File: src/rtl/opcodes.sv
// opcodes.sv
//   Legacy macro names for the picoMIPS opcodes. Each macro simply aliases
//   the matching localparam in picomips_pkg so that encodings live in one
//   place only.
`ifndef PICOMIPS_OPCODES_SV
`define PICOMIPS_OPCODES_SV
`define PICO_NOP    picomips_pkg::OP_NOP
`define PICO_ADD    picomips_pkg::OP_ADD
`define PICO_ADDI   picomips_pkg::OP_ADDI
`define PICO_MUL    picomips_pkg::OP_MUL
`define PICO_WAITIN picomips_pkg::OP_WAITIN
`define PICO_HALT   picomips_pkg::OP_HALT
`endif

File: src/rtl/picomips_pkg.sv
// picomips_pkg
//   Shared definitions for the picoMIPS sequencer: the control state
//   enumeration and the opcode values of the top six instruction bits.
//   This package is the single source of truth for opcode encodings.
package picomips_pkg;

   typedef enum logic [2:0] {
      ST_FETCH  = 3'd0,
      ST_DECODE = 3'd1,
      ST_EXEC   = 3'd2,
      ST_MULW   = 3'd3,
      ST_WAITIN = 3'd4,
      ST_HALT   = 3'd5
   } state_t;

   localparam logic [5:0] OP_NOP    = 6'h00;
   localparam logic [5:0] OP_ADD    = 6'h01;
   localparam logic [5:0] OP_ADDI   = 6'h02;
   localparam logic [5:0] OP_MUL    = 6'h03;
   localparam logic [5:0] OP_WAITIN = 6'h04;
   localparam logic [5:0] OP_HALT   = 6'h3F;

   // True for every opcode the sequencer understands.
   function automatic logic is_known_op(input logic [5:0] op);
      return (op == OP_NOP) || (op == OP_ADD) || (op == OP_ADDI) ||
             (op == OP_MUL) || (op == OP_WAITIN) || (op == OP_HALT);
   endfunction

endpackage

File: src/rtl/picomips_sequencer_if.sv
// picomips_sequencer_if
//   Bundle of all sequencer control signals except clock and reset.
//   Ports (from the sequencer's point of view):
//     run, opcode, mult_done, in_valid       : inputs from the core
//     ir_load, PCincr, w1, imm, mult_start,
//     in_ack, halted                         : combinational strobes
//     err, illegal                           : sticky status flags
//     retired[RET_W-1:0]                     : retired-instruction count
//   Modports: master = sequencer side, slave = core / environment side.
interface picomips_sequencer_if #(
   parameter int RET_W = 16
);
   logic             run;
   logic [5:0]       opcode;
   logic             mult_done;
   logic             in_valid;
   logic             ir_load;
   logic             PCincr;
   logic             w1;
   logic             imm;
   logic             mult_start;
   logic             in_ack;
   logic             halted;
   logic             err;
   logic             illegal;
   logic [RET_W-1:0] retired;

   modport master (
      input  run, opcode, mult_done, in_valid,
      output ir_load, PCincr, w1, imm, mult_start, in_ack, halted,
             err, illegal, retired
   );

   modport slave (
      output run, opcode, mult_done, in_valid,
      input  ir_load, PCincr, w1, imm, mult_start, in_ack, halted,
             err, illegal, retired
   );
endinterface

File: src/rtl/picomips_timeout_cnt.sv
// picomips_timeout_cnt
//   Loadable down-counter with a terminal-count flag.
//   Ports:
//     clk, nReset   : clock, asynchronous active-low reset (count -> 0)
//     load_i        : load load_val_i (has priority over dec_i)
//     load_val_i    : value loaded on load_i
//     dec_i         : decrement by one; holds at zero
//     tc_o          : count is zero
module picomips_timeout_cnt #(
   parameter int W = 8
) (
   input  logic         clk,
   input  logic         nReset,
   input  logic         load_i,
   input  logic [W-1:0] load_val_i,
   input  logic         dec_i,
   output logic         tc_o
);
   logic [W-1:0] cnt_q, cnt_d;

   always_comb begin
      cnt_d = cnt_q;
      if (load_i)
         cnt_d = load_val_i;
      else if (dec_i && (cnt_q != '0))
         cnt_d = cnt_q - 1'b1;
   end

   always_ff @(posedge clk or negedge nReset) begin
      if (!nReset)
         cnt_q <= '0;
      else
         cnt_q <= cnt_d;
   end

   assign tc_o = (cnt_q == '0);
endmodule

File: src/rtl/picomips_sequencer.sv
// picomips_sequencer
//   Multi-cycle control FSM for the picoMIPS core: fetch, decode, execute,
//   plus a multiplier handshake with timeout and a blocking switch input.
//   Ports:
//     clk    : system clock, rising edge
//     nReset : asynchronous active-low reset
//     bus    : picomips_sequencer_if.master (all control/status signals)
//   Strobes and halted are combinational from state and inputs and are
//   held low while nReset is low.
module picomips_sequencer
   import picomips_pkg::*;
#(
   parameter int MUL_MAX_CYCLES = 16,
   parameter int RET_W          = 16
) (
   input  logic clk,
   input  logic nReset,
   picomips_sequencer_if.master bus
);
   // The down-counter is loaded with MAX-1 on the start cycle; reaching zero
   // in MULW corresponds to an up-count of MAX-1, i.e. the last allowed cycle.
   localparam logic [7:0] MUL_LOAD = 8'(MUL_MAX_CYCLES - 1);

   state_t           state_q, state_d;
   logic [RET_W-1:0] retired_q, retired_d;
   logic             err_q, err_d;
   logic             illegal_q, illegal_d;

   logic ir_load_c, pcincr_c, w1_c, imm_c, mstart_c, in_ack_c, halted_c;
   logic cnt_load, cnt_dec, cnt_tc;

   picomips_timeout_cnt #(.W(8)) u_mul_timeout (
      .clk        (clk),
      .nReset     (nReset),
      .load_i     (cnt_load),
      .load_val_i (MUL_LOAD),
      .dec_i      (cnt_dec),
      .tc_o       (cnt_tc)
   );

   always_comb begin
      state_d   = state_q;
      ir_load_c = 1'b0;
      pcincr_c  = 1'b0;
      w1_c      = 1'b0;
      imm_c     = 1'b0;
      mstart_c  = 1'b0;
      in_ack_c  = 1'b0;
      halted_c  = 1'b0;
      cnt_load  = 1'b0;
      cnt_dec   = 1'b0;
      err_d     = err_q;
      illegal_d = illegal_q;

      case (state_q)
         ST_FETCH: begin
            ir_load_c = bus.run;
            if (bus.run)
               state_d = ST_DECODE;
         end
         ST_DECODE: begin
            case (bus.opcode)
               OP_NOP: begin
                  pcincr_c = 1'b1;
                  state_d  = ST_FETCH;
               end
               OP_ADD, OP_ADDI: state_d = ST_EXEC;
               OP_MUL: begin
                  // mult_done is not looked at here, so a stale done is ignored.
                  mstart_c = 1'b1;
                  cnt_load = 1'b1;
                  state_d  = ST_MULW;
               end
               OP_WAITIN: state_d = ST_WAITIN;
               OP_HALT:   state_d = ST_HALT;
               default: begin
                  pcincr_c  = 1'b1;
                  illegal_d = 1'b1;
                  state_d   = ST_FETCH;
               end
            endcase
         end
         ST_EXEC: begin
            // Opcode is still held by the instruction register here.
            w1_c     = 1'b1;
            pcincr_c = 1'b1;
            imm_c    = (bus.opcode == OP_ADDI);
            state_d  = ST_FETCH;
         end
         ST_MULW: begin
            if (bus.mult_done) begin
               // A result arriving on the last allowed cycle still wins.
               w1_c     = 1'b1;
               pcincr_c = 1'b1;
               state_d  = ST_FETCH;
            end else if (cnt_tc) begin
               err_d    = 1'b1;
               pcincr_c = 1'b1;
               state_d  = ST_FETCH;
            end else begin
               cnt_dec = 1'b1;
            end
         end
         ST_WAITIN: begin
            if (bus.in_valid) begin
               in_ack_c = 1'b1;
               w1_c     = 1'b1;
               pcincr_c = 1'b1;
               state_d  = ST_FETCH;
            end
         end
         ST_HALT: halted_c = 1'b1;
         default: state_d = ST_FETCH;
      endcase

      retired_d = retired_q + RET_W'(pcincr_c);
   end

   always_ff @(posedge clk or negedge nReset) begin
      if (!nReset) begin
         state_q   <= ST_FETCH;
         retired_q <= '0;
         err_q     <= 1'b0;
         illegal_q <= 1'b0;
      end else begin
         state_q   <= state_d;
         retired_q <= retired_d;
         err_q     <= err_d;
         illegal_q <= illegal_d;
      end
   end

   // Gate strobes with nReset so they drop the instant reset is asserted.
   assign bus.ir_load    = nReset & ir_load_c;
   assign bus.PCincr     = nReset & pcincr_c;
   assign bus.w1         = nReset & w1_c;
   assign bus.imm        = nReset & imm_c;
   assign bus.mult_start = nReset & mstart_c;
   assign bus.in_ack     = nReset & in_ack_c;
   assign bus.halted     = nReset & halted_c;
   assign bus.err        = err_q;
   assign bus.illegal    = illegal_q;
   assign bus.retired    = retired_q;
endmodule

File: src/flat_wrapper.sv
// flat-port wrapper written by rule: the top's interface ports become plain ports
module picomips_sequencer_flat import picomips_pkg::*;
#(
   parameter int MUL_MAX_CYCLES = 16,
   parameter int RET_W          = 16
)
  (clk, nReset, bus_run, bus_opcode, bus_mult_done, bus_in_valid, bus_ir_load, bus_PCincr, bus_w1, bus_imm, bus_mult_start, bus_in_ack, bus_halted, bus_err, bus_illegal, bus_retired);
  picomips_sequencer_if #(.RET_W(RET_W)) bus_i ();
  input  logic clk;
  input  logic nReset;
  input wire logic [$bits(bus_i.run)-1:0] bus_run;
  input wire logic [$bits(bus_i.opcode)-1:0] bus_opcode;
  input wire logic [$bits(bus_i.mult_done)-1:0] bus_mult_done;
  input wire logic [$bits(bus_i.in_valid)-1:0] bus_in_valid;
  output wire logic [$bits(bus_i.ir_load)-1:0] bus_ir_load;
  output wire logic [$bits(bus_i.PCincr)-1:0] bus_PCincr;
  output wire logic [$bits(bus_i.w1)-1:0] bus_w1;
  output wire logic [$bits(bus_i.imm)-1:0] bus_imm;
  output wire logic [$bits(bus_i.mult_start)-1:0] bus_mult_start;
  output wire logic [$bits(bus_i.in_ack)-1:0] bus_in_ack;
  output wire logic [$bits(bus_i.halted)-1:0] bus_halted;
  output wire logic [$bits(bus_i.err)-1:0] bus_err;
  output wire logic [$bits(bus_i.illegal)-1:0] bus_illegal;
  output wire logic [$bits(bus_i.retired)-1:0] bus_retired;
  assign bus_i.run = bus_run;
  assign bus_i.opcode = bus_opcode;
  assign bus_i.mult_done = bus_mult_done;
  assign bus_i.in_valid = bus_in_valid;
  assign bus_ir_load = bus_i.ir_load;
  assign bus_PCincr = bus_i.PCincr;
  assign bus_w1 = bus_i.w1;
  assign bus_imm = bus_i.imm;
  assign bus_mult_start = bus_i.mult_start;
  assign bus_in_ack = bus_i.in_ack;
  assign bus_halted = bus_i.halted;
  assign bus_err = bus_i.err;
  assign bus_illegal = bus_i.illegal;
  assign bus_retired = bus_i.retired;
  picomips_sequencer #(.MUL_MAX_CYCLES(MUL_MAX_CYCLES), .RET_W(RET_W)) u_core (.clk(clk), .nReset(nReset), .bus(bus_i));
endmodule
File: config.mk
export PLATFORM = sky130hd
export DESIGN_NAME = picomips_sequencer_flat
export DESIGN_NICKNAME = d
export VERILOG_FILES = /design/src/rtl/opcodes.sv /design/src/rtl/picomips_pkg.sv /design/src/rtl/picomips_sequencer_if.sv /design/src/rtl/picomips_timeout_cnt.sv /design/src/rtl/picomips_sequencer.sv /design/src/flat_wrapper.sv
export SDC_FILE = /design/constraint.sdc
export NUM_CORES = 1
export LEC_CHECK = 0
export ABC_AREA = 1
export BUFFER_PORTS_ARGS = -buffer_cell sky130_fd_sc_hd__clkbuf_2
export CAP_MARGIN = 25
export CORE_MARGIN = 5
export CORE_UTILIZATION = 35
export CTS_BUF_LIST = sky130_fd_sc_hd__clkbuf_8
export CTS_CLUSTER_SIZE = 25
export DETAILED_ROUTE_END_ITERATION = 16
export HOLD_SLACK_MARGIN = 0.06
export PLACE_DENSITY = 0.65
export SYNTH_ARGS = -nofsm -noshare
export SYNTH_HDL_FRONTEND = slang
export SYNTH_SLANG_ARGS = --single-unit
File: constraint.sdc
create_clock -name clk -period 4.1 [get_ports clk]
set_clock_uncertainty 0.1 [all_clocks]
set_input_delay 0.82 -clock clk [delete_from_list [all_inputs] [get_ports clk]]
set_output_delay 0.82 -clock clk [all_outputs]
set_load 0.01 [all_outputs]
* After elaboration in Yosys (flattened, before gate mapping)
Cells that the tools add are included.
Widths: inputs -> output; s select.
** Cells by class
- Shift operators :: 0
- Eq/ne operators :: 13
- Bitwise operators :: 10
- Div/mod/pow operators :: 0
- Order comparisons :: 0
- Add/subtract/negate cells :: 2
- Mux-type cells :: 24
- Reductions and logical operators :: 12
- Multiply operators :: 0
** Operators with widths (number)
- $add 16x1->16 :: 1
- $mux 8 :: 2
- $pmux 3 s5 :: 1
- $mux 1 :: 14
- $eq 6x2->1 const B :: 2
- $mux 3 :: 4
- $pmux 3 s4 :: 1
- $logic_not 8->1 :: 1
- $reduce_bool 8->1 :: 1
- $sub 8x1->8 const B :: 1
- $and 1x1->1 :: 7
- $eq 3x2->1 const B :: 2
- $eq 3x3->1 const B :: 2
- $eq 6x1->1 const B :: 1
- $eq 6x3->1 const B :: 1
- $eq 6x6->1 const B :: 1
- $logic_not 6->1 :: 1
- $reduce_or 6->1 :: 1
- $reduce_or 5->1 :: 1
- $ne 2x2->1 const B :: 2
- $pmux 1 s4 :: 1
- $reduce_and 4->1 :: 1
- $eq 3x1->1 const B :: 1
- $logic_not 3->1 :: 1
- 8 further kinds :: 10
** Word-level totals
- Bits in registers :: 29
- Latch bits :: 0
- Memories kept :: 0
- Bits in read-only memories :: 0
- RAM bits :: 0
- Output and inout bits :: 25
- Logic and storage cells :: 66

* Logic depth before layout (Yosys ltp)
- Word-level depth :: 7
- Depth in mapped cells :: 13
- Gate-level depth less buffers :: 13

* By module
From an unflattened synthesis, not the netlist that was laid out.
** Second synthesis, totals
- Cell total of the unflattened synthesis :: 250
- Area total of the unflattened synthesis :: 1773.0 um^2
** By module, submodules not included
- picomips_sequencer :: times used 1, area each 1176.1 um^2, cells each 157
- picomips_timeout_cnt :: times used 1, area each 596.8 um^2, cells each 93

* Worst setup path after synthesis
OpenSTA, ideal clock, no wires.
- Path type :: input to register
- Start point :: input port bus_opcode[5]
- End point :: register u_core.retired_q[12] (netlist: u_core.bus.retired[12])
- Path slack :: 1.610 ns
- Stages :: 11
- Arrival :: 2.263 ns
- Buffers on the path :: 0
- Data required time :: 3.872 ns
- Cell sequence :: nor2_1 > o211ai_1 > nand4_1 > nand2_1 > ha_1 > ha_1 > nand3_1 > nor2_1 > nand2_1 > nor2_1 > xor2_1
** Between the ends
- Longest elaborated chain between the ends :: 5
- Elaborated cells on any way between the ends :: 9
- Classes of those cells :: add/sub (1); eq/ne (5); mux (2); reduce/logical (1)
** Ends and longest elaborated chain
- start, declared :: RTL line flat_wrapper.sv:12 : input wire logic [$bits(bus_i.opcode)-1:0] bus_opcode;
- $eq 6x1->1, or another cell as far along :: RTL line picomips_sequencer.sv:62 : case (bus.opcode)
- $reduce_or 5->1 (no source line) (*)
- $mux 1 (*) :: RTL line picomips_sequencer.sv:62
- $pmux 1 s4 (*) :: RTL line picomips_sequencer.sv:55 : case (state_q)
- $add 16x1->16 (*) :: RTL line picomips_sequencer.sv:116 : retired_d = retired_q + RET_W'(pcincr_c);
- named net u_core.retired_d[12] :: RTL line picomips_sequencer.sv:25 : logic [RET_W-1:0] retired_q, retired_d;
- end signal, assigned :: RTL line picomips_sequencer.sv:127 : retired_q <= retired_d;
- end, declared :: RTL line picomips_sequencer.sv:25
Mark *: on every way through the listed nets, which the timed path passes. The rest lies on a longest branch.
A chain may end at the register's enable or synchronous reset.

* Worst setup path after layout
- Start point :: register u_core.u_mul_timeout.cnt_q[0]
- End point :: output port bus_PCincr
** Between the ends
- Longest elaborated chain between the ends :: 5
** Ends and longest elaborated chain
- start, declared :: RTL line picomips_timeout_cnt.sv:19 : logic [W-1:0] cnt_q, cnt_d;
- start signal, assigned :: RTL line picomips_timeout_cnt.sv:33 : cnt_q <= cnt_d;
- $logic_not 8->1 :: RTL line picomips_timeout_cnt.sv:36 : assign tc_o = (cnt_q == '0);
- $mux 1 :: RTL line picomips_sequencer.sv:96 : end else if (cnt_tc) begin
- $mux 1 :: RTL line picomips_sequencer.sv:91 : if (bus.mult_done) begin
- $pmux 1 s4 :: RTL line picomips_sequencer.sv:55
- $and 1x1->1 :: RTL line picomips_sequencer.sv:135 : assign bus.PCincr = nReset & pcincr_c;
- end, declared :: RTL line flat_wrapper.sv:16 : output wire logic [$bits(bus_i.PCincr)-1:0] bus_PCincr;
Every way passes these cells.

==> results.json <==
{
  "ys.warnings.count": 0,
  "nets": 264,
  "cpPeakStageDelay_ns": 0.38,
  "startpoint_type": "register",
  "synthAdderAreaFrac_pct": 2.276,
  "die_h_um": 78.64,
  "wl_per_cell_um": 11.32,
  "dp_cells": 297,
  "yosysUniqueCellTypes": 25,
  "report.final.slew_viol_count": 0,
  "io_buffer_count": 35,
  "reg2reg_depth": 13,
  "cts_tree": "yes",
  "critPathArrivalTime_ns": 1.85,
  "syn_area_per_cell_um2": 7.928,
  "synth-compound-area-share_pct": 5.235,
  "critPathSlowestCell": "dfrtp_1",
  "synth.cell_area_um2": 1649,
  "crit_chain": "inv_1, ha_1, nand3_2, nor2_2, a21oi_1, a21oi_1, clkbuf_2",
  "viasPerCell": 4.600,
  "cp_common_cell": "a21oi_1",
  "min_path_type": "reg2reg",
  "first_global_vias": 1383,
  "min_to": "u_core.bus.retired[15]",
  "setup-violations-final": 0,
  "yosys.area_share.xor_xnor_pct": 8.498,
  "ctsHoldBuffers": 0,
  "synth_nets": 222,
  "fmax_mhz": 361.1,
  "ir_drop_mv": 0.2958,
  "area_growth_pct": 21.55,
  "fin_cells": 305,
  "wirelength_mm": 3.454,
  "clkSinkCount": 29,
  "reg2reg_slack_ns": 1.47,
  "root_buffer": "clkbuf_8",
  "drt_pass1_iterations": 4,
  "crit_fanout": 5,
  "synth_cells": 208,
  "outcome": "finished clean",
  "crit-reg2reg-launch": "u_core.u_mul_timeout.cnt_q[0]",
  "die-area_um2": 6184,
  "period_minus_slack_ns": 2.769,
  "vias": 1403,
  "end_kind": "primary output",
  "r2r-end": "u_core.bus.retired[12]",
  "relSlewSlack_pct": 72.08,
  "core_area_um2": 4661,
  "post-route-period-util_pct": 67.54,
  "synth_top_family_by_area": "simple AND/OR/NAND/NOR gates",
  "post_cts_resized": 0,
  "n_antenna_cell": 0,
  "synth-simple-area-share_pct": 33.16,
  "start_util_pct": 35.38,
  "powerDensity_nw_per_um2": 516.5,
  "drive_above_1_share_pct": 22.31,
  "cts.clk_slew.worst_paths_ns": 0.06,
  "antenna_found_initial": 0,
  "clk_latency_ns": 0.27,
  "critPathKind": "reg2out",
  "grt_pass1_wl_mm": 6.237,
  "yosysSeqAreaShare_pct": 44.01,
  "grt-ovfl-total": 0,
  "worst_slew_pin_slew_ns": 0.4172,
  "muxShareOfSynthArea_pct": 0,
  "grt_max_degree": 30,
  "maxCapViolations": 0,
  "route.detailed.drc": 0,
  "dpl_cell_area_um2": 1888,
  "hold_viol": 0,
  "cts_setup_buffers": 0,
  "dp_hpwl_mm": 2.701,
  "min_from": "u_core.bus.retired[15]",
  "first_iter_violations": 22,
  "ys_ff_latch": 29,
  "grt_usage_pct": 12.66,
  "worstPathRequired_ns": 3.18,
  "ctsHtreeMaxLevel": 2,
  "cp-startpoint": "u_core.u_mul_timeout.cnt_q[0]",
  "rows": 25,
  "io_pins": 36,
  "fin_tns_setup_ns": 0,
  "tritoncts.num_buffers": 5,
  "cts_buffer_depth": 2,
  "place_congestion": 0.8072,
  "fp.dieW_um": 78.64,
  "whs_path_depth": 1,
  "rsz0062_at_grt": "false",
  "power_leakage_uw": 0.001069,
  "final_area_um2": 2004,
  "ant_nets": 0
}
==> flip-flops by register name, indices dropped and copies added (netlist names) <==
register / cells
u_core.bus.err: 1
u_core.bus.illegal: 1
u_core.bus.retired: 16
u_core.state_q: 3
u_core.u_mul_timeout.cnt_q: 8
==> synthesized netlist by cell type <==
library cell | count | area share [%]
nand2_4 | 1 | 0.68
nand2_1 | 49 | 11
xor2_1 | 10 | 5.3
nor3_1 | 5 | 1.5
nand3b_1 | 2 | 0.91
xnor2_1 | 6 | 3.2
nand4_1 | 4 | 1.5
nor2_1 | 28 | 6.4
o21ai_0 | 3 | 0.91
inv_1 | 25 | 5.7
o21ai_1 | 1 | 0.30
dfrtp_1 | 29 | 44
nand3_1 | 20 | 6.1
nand3_4 | 1 | 1.1
nand2_2 | 2 | 0.76
ha_1 | 3 | 2.3
a21oi_1 | 4 | 1.2
buf_6 | 1 | 0.68
inv_2 | 2 | 0.46
nor2_4 | 2 | 1.4
nand3_2 | 1 | 0.61
o21bai_1 | 3 | 1.4
nor2_2 | 3 | 1.1
o21ai_2 | 1 | 0.53
o211ai_1 | 2 | 0.91
==> kinds of logic after synthesis <==
logic type               count (synthesis)
AND/OR/NAND/NOR                        118
flip-flops                              29
buffers and inverters                   28
XOR/XNOR                                16
AO/OA/AOI/OAI                           14
adder cells (fa/ha/maj)                  3
==> cells in the final DEF (no fill, tap or decap), types with 3 or more instances in the layout <==
cell type / n
nand4_1: 4
ha_1: 3
inv_1: 26
clkbuf_8: 6
xnor2_1: 6
dfrtp_1: 29
o21bai_1: 3
o21ai_0: 3
clkbuf_2: 35
nor2_2: 3
nor2_1: 28
nand3_1: 20
nor3_1: 5
xor2_1: 10
a21oi_1: 4
nand2_1: 49
==> critical path, delay by kind of cell (launching register included) <==
family	cells	cell delay [ns]
flops	1	0.38
simple gates	2	0.37
compound gates	2	0.30
buf+inv	2	0.29
fa+ha+maj	1	0.25
==> routing by layer <==
layer | wire, um | track usage, % | vias up
met5 | 0 | 0 | -
met4 | 51 | 4.720 | 0
met3 | 83 | 4.014 | 4
met2 | 1626 | 20.46 | 17
met1 | 1693 | 15.74 | 636
li1 | - | - | 746
==> area by class of cell <==
class | count | area [um^2]
Inverter | 27 | 101.3
Clock inverter | 2 | 33.78
Fill cell | 477 | 2656
Sequential cell | 29 | 725.7
Clock buffer | 6 | 82.58
Multi-Input combinational cell | 151 | 810.8
Tap cell | 54 | 67.56
Timing Repair Buffer | 36 | 182.7
==> through the flow <==
stage / util (%) / total power [uW] / hold WS [ns] / worst slack, ns
floorplan: - / 644.3 / 0.3521 / 1.610
global placement: 40.51 / 737.3 / 0.3568 / 1.399
detailed placement: 40.51 / 748.1 / 0.3646 / 1.354
CTS: 43.01 / 1053 / 0.3768 / 1.306
global route: 43.01 / 1128 / 0.3967 / 1.144
finish: 43.01 / 1035 / 0.3747 / 1.331
==> power breakdown <==
group          leakage, uW  internal (uW)  switching (uW)
Sequential        0.000362            356            66.8
Combinational     0.000644            124             190
Clock            0.0000626            195             103
Total              0.00107            675             360
==> worst max path at each step <==
stage,slack [ns],depth (start not counted),end
3_5_place_dp,1.35,12,u_core.bus.retired[12]
4_1_cts,1.31,7,bus_PCincr
3_3_place_gp,1.40,12,u_core.bus.retired[12]
2_1_floorplan,1.61,11,u_core.bus.retired[12]
5_1_grt,1.14,7,bus_PCincr
6_report,1.33,7,bus_PCincr
No activity file was read; power rests on OpenSTA's default activity.
